--- src/rtl/imem_boot_loader.sv ---
// Boot loader: receives a length-prefixed little-endian byte stream, writes 32-bit words
// into instruction memory from address 0, and holds the CPU in reset until the image is in.
module imem_boot_loader #(
  parameter int unsigned IMEM_BYTES = 64,
  parameter int unsigned ADDR_W     = 64
) (
  input  logic              clk,
  input  logic              reset,
  input  logic [7:0]        rx_data,
  input  logic              rx_valid,
  output logic              rx_ready,
  output logic              imem_we,
  output logic [ADDR_W-1:0] imem_addr,
  output logic [31:0]       imem_wdata,
  output logic              cpu_reset,
  output logic              load_done,
  output logic              load_err,
  output logic [15:0]       words_loaded
);

  localparam int unsigned MAX_WORDS = IMEM_BYTES / 4;

  typedef enum logic [2:0] {
    HDR0 = 3'd0,
    HDR1 = 3'd1,
    LOAD = 3'd2,
    DONE = 3'd3,
    ERR  = 3'd4
  } state_t;

  // Handshake: a byte transfers on a rising edge where rx_valid and rx_ready are both high;
  // rx_ready depends only on state and reset, never on rx_valid.
  state_t      state_q;
  logic [1:0]  idx_q;
  logic [23:0] asm_q;
  logic [15:0] n_q;
  logic        we_q;
  logic [31:0] wdata_q;
  logic [15:0] words_q;
  logic        cpu_reset_q;
  logic        done_q;
  logic        err_q;

  logic        accept;
  logic [15:0] n_d;
  logic [15:0] words_d;

  assign rx_ready = ~reset & ((state_q == HDR0) | (state_q == HDR1) | (state_q == LOAD));
  assign accept   = rx_valid & rx_ready;
  assign n_d      = {rx_data, n_q[7:0]};
  assign words_d  = words_q + 16'd1;

  always_ff @(posedge clk) begin
    if (reset) begin
      state_q     <= HDR0;
      idx_q       <= 2'd0;
      asm_q       <= 24'd0;
      n_q         <= 16'd0;
      we_q        <= 1'b0;
      wdata_q     <= 32'd0;
      words_q     <= 16'd0;
      cpu_reset_q <= 1'b1;
      done_q      <= 1'b0;
      err_q       <= 1'b0;
    end else begin
      we_q <= 1'b0;
      case (state_q)
        HDR0: begin
          if (accept) begin
            n_q[7:0] <= rx_data;
            state_q  <= HDR1;
          end
        end
        HDR1: begin
          if (accept) begin
            n_q[15:8] <= rx_data;
            if (n_d == 16'd0)                 state_q <= DONE;
            else if (n_d > 16'(MAX_WORDS))    state_q <= ERR;
            else                              state_q <= LOAD;
          end
        end
        LOAD: begin
          if (accept) begin
            // Lane 3 completes the word; the write register is separate from the assembly
            // register so the next word's first byte can arrive during the write cycle.
            if (idx_q == 2'd3) begin
              we_q    <= 1'b1;
              wdata_q <= {rx_data, asm_q};
              words_q <= words_d;
              idx_q   <= 2'd0;
              if (words_d == n_q) state_q <= DONE;
            end else begin
              case (idx_q)
                2'd0:    asm_q[7:0]   <= rx_data;
                2'd1:    asm_q[15:8]  <= rx_data;
                default: asm_q[23:16] <= rx_data;
              endcase
              idx_q <= idx_q + 2'd1;
            end
          end
        end
        DONE: begin
          cpu_reset_q <= 1'b0;
          done_q      <= 1'b1;
        end
        ERR: begin
          err_q <= 1'b1;
        end
        default: state_q <= HDR0;
      endcase
    end
  end

  // The write address is the pre-increment word count, so it is derived from the count
  // held alongside the write strobe (words_q - 1 while/after a write).
  logic [15:0] addr_word_q;
  always_ff @(posedge clk) begin
    if (reset)                                       addr_word_q <= 16'd0;
    else if (state_q == LOAD && accept && idx_q == 2'd3) addr_word_q <= words_q;
  end

  assign imem_we      = we_q;
  assign imem_addr    = {{(ADDR_W-18){1'b0}}, addr_word_q, 2'b00};
  assign imem_wdata   = wdata_q;
  assign cpu_reset    = cpu_reset_q;
  assign load_done    = done_q;
  assign load_err     = err_q;
  assign words_loaded = words_q;

endmodule
--- config.mk ---
export PLATFORM = sky130hd
export DESIGN_NAME = imem_boot_loader
export DESIGN_NICKNAME = d
export VERILOG_FILES = /design/src/rtl/imem_boot_loader.sv
export SDC_FILE = /design/constraint.sdc
export NUM_CORES = 1
export LEC_CHECK = 0
export CAP_MARGIN = 0
export CORE_ASPECT_RATIO = 0.8
export CORE_UTILIZATION = 53
export DETAILED_ROUTE_END_ITERATION = 16
export PLACE_DENSITY = 0.94
export SYNTH_ARGS = -nofsm -noshare
export SYNTH_HDL_FRONTEND = slang
export SYNTH_SLANG_ARGS = --single-unit
--- constraint.sdc ---
create_clock -name clk -period 4.4 [get_ports clk]
set_input_delay 0.88 -clock clk [delete_from_list [all_inputs] [get_ports clk]]
set_output_delay 0.88 -clock clk [all_outputs]
set_load 0.1 [all_outputs]
==> impl_metrics.py <==
metrics = {
    "grt": {
        "gr-usage-all-layers_pct": 25.31,
        "grt_max_degree": 112,
        "grt_pass1_vias": 4266,
        "grt_overflow": 0,
        "grt_pass1_wl_mm": 20.55,
        "antenna_found_initial": 0,
    },
    "cts": {
        "cts_tree": "done",
        "cts.sinks": 113,
        "post_cts_resized": 0,
        "post_cts_buffers": 0,
        "clk_latency_ps": 410,
        "clock_path_buffers": 2,
        "cts.clk_slew.worst_paths_ps": 50,
        "numCtsBuffers": 17,
        "cts_max_level": 4,
        "postCtsHoldBufs": 0,
        "cts_root_buf": "clkbuf_16",
    },
    "critical_path": {
        "crit_chain": "clkdlybuf4s50_1 -> nor2b_1 -> nor4b_2 -> buf_4 -> nand2_2 -> inv_2 -> nand4_1 -> xor2_1 -> nor2_1",
        "critPathCaptureType": "flop",
        "critical_path_buf_inv_count": 3,
        "required_ps": 4660,
        "critPathMaxFanout": 56,
        "critPathLaunchType": "primary input",
        "critical-path-top-delay-family": "buffers and inverters",
        "crit_type": "in2reg",
        "arrival_ps": 3450,
        "cp_slowest_cell": "inv_2",
        "slowest_delay_ps": 700,
    },
    "timing": {
        "fin_tns_setup_ps": 0,
        "maxSlewHeadroom_pct": 26.80,
        "finalCritPeriodShare_pct": 72.65,
        "hold_violations": 0,
        "setup_slack_ps": 1203,
        "maxSlewViolCount": 0,
        "setup_viol": 0,
        "finClkSkew_ps": 7.803,
        "rsz0062_at_grt": "false",
        "post-route-min-period_ps": 3197,
        "tightestPinTransition_ps": 1098,
        "clock.fmax_mhz": 312.8,
    },
    "cells_and_area": {
        "fill_cells": 696,
        "multi_input_area_um2": 2485,
        "area_delta_synth_final_pct": 22.81,
        "nets": 695,
        "antenna_cells": 0,
        "regArea_um2": 2262,
        "drive_above_1_share_pct": 7.514,
    },
    "pwr": {
        "power.density_nw_per_um2": 446.0,
        "ir_drop_mv": 0.2609,
        "power_leakage_nw": 2.537,
    },
    "placement": {
        "hpwl_mm": 8.010,
        "gp_congestion": 0.8881,
        "io_buffers": 79,
        "pre_cts_slack_ps": 882.3,
    },
    "route": {
        "drt_iter0_drc": 316,
        "firstDrtPassIters": 5,
        "drc_errors": 0,
        "wl_per_cell_um": 15.32,
        "final_antenna_net_count": 0,
        "num_vias": 4359,
        "via_per_inst": 5.401,
        "finalWirelength_mm": 12.36,
    },
    "logic_synthesis": {
        "synth_area_per_cell_um2": 8.428,
        "synth-main-ff-cell": "dfxtp_1",
        "synth_common_cells": "nand2_1 (127), dfxtp_1 (113), a21oi_1 (66)",
        "synth.largest_area_cell": "dfxtp_1",
        "synth.distinct_cells": 54,
        "synth_edf_count": 0,
        "ys_ff_latch": 113,
        "synth_top_area_share_pct": 43.50,
        "synthTopCellsByArea": "dfxtp_1 (44%), nand2_1 (9.2%), buf_4 (7.8%)",
        "yosysWarningCount": 0,
        "synth_cells": 617,
        "async_flop_share_pct": 0,
        "yosysSeqAreaShare_pct": 43.50,
        "synthesis.area_um2": 5200,
        "yosysMostFrequentCell": "nand2_1",
    },
    "die": {
        "die_area_um2": 10210,
        "initial_utilization_pct": 56.09,
        "num_io_pins": 128,
        "die_w_um": 112.7,
        "core_um2": 9270,
        "rows": 31,
        "fp.dieH_um": 90.60,
    },
    "job": {
        "maxCapViolCount": 0,
    },
    "min_path": {
        "hold_class": "reg2reg",
    },
    "status": {
        "status": "completed",
    },
}
## power by group
part | internal, mW | switching [mW]
logic | 0.0402 | 0.249
clock network | 1.01 | 0.502
registers | 1.03 | 0.0144
## worst register-to-register path: cells and delay by family (launching register included)
family,cells,cell delay [ps]
muxes,1,140
AOI/OAI and AO/OA,2,530
DFF,1,550
adders and majority gates,1,360
and+or+nand+nor,3,690
xor gates and xnor gates,1,100
## layout by cell type (no fill, tap or decap), types with 4 or more instances in the layout
master	synthesis	layout
nor3_1	9	9
nor2_1	60	60
nand3_1	16	16
conb_1	1	48
buf_4	54	5
nor3b_1	4	4
clkbuf_16	0	17
dfxtp_1	113	113
nand2_1	127	127
inv_1	7	7
nand4_1	5	5
a31oi_1	5	5
xor2_1	18	18
xnor2_1	17	17
ha_1	5	5
clkdlybuf4s50_1	0	77
a21oi_1	66	66
bufinv_16	0	5
clkinv_4	0	5
mux2i_1	33	33
## path summary, 6_finish.rpt
check,from,to,slack [ps],depth (start not counted)
worst max-delay path,rx_valid,words_loaded[3],1200,9
worst min register to register,addr_word_q[8],addr_word_q[8],450,2
worst max register to register,words_loaded[0],state_q[0],1910,8
worst min-delay path,addr_word_q[8],addr_word_q[8],450,2
## registers in the layout (all words and copies together), names as in the netlist, 2 cells and up
signal        cells
imem_wdata       32
asm_q            24
addr_word_q      16
n_q              16
words_loaded     16
state_q           3
idx_q             2
## final cells by class
| cell class | count | share of cell area, % |
|---|---|---|
| clock buffers | 17 | 6.661 |
| multi-input cells | 457 | 38.91 |
| clock inverters | 15 | 3.625 |
| inverters | 8 | 0.4702 |
| repair buffers | 82 | 12.66 |
| well taps | 115 | 2.253 |
| flip-flops and latches | 113 | 35.42 |
## logic make-up after synthesis
family	count (synthesis)	share of synthesized area, %
AO/OA/AOI/OAI	88	9.673
XOR/XNOR	35	5.895
adder cells (fa/ha/maj)	5	1.203
buffers and inverters	94	12.10
flip-flops	113	43.50
multiplexers	33	6.352
other	1	0.07212
AND/OR/NAND/NOR	248	21.20
## metrics by stage
step | std cells | util (%) | instance area [um^2] | total power [mW] | hold slack, ps
after CTS | 807 | 68.89 | 6386 | 2.854 | 454.7
final | 807 | 68.89 | 6386 | 2.848 | 453.7
after global placement | 775 | 61.80 | 5729 | 1.350 | 436.8
after global routing | 807 | 68.89 | 6386 | 2.925 | 470.4
after detailed placement | 775 | 61.80 | 5729 | 1.353 | 442.3
after floorplan | 664 | - | 5376 | 1.357 | 431.5
## metal layers
layer,GRT usage [%],vias to the layer above,share of wire [%]
met5,0,-,0
met2,42.44,192,49
li1,-,2076,-
met1,30.82,2063,42
met3,6.846,28,7.6
met4,9.889,0,1.8
No activity file was read; power rests on OpenSTA's default activity.
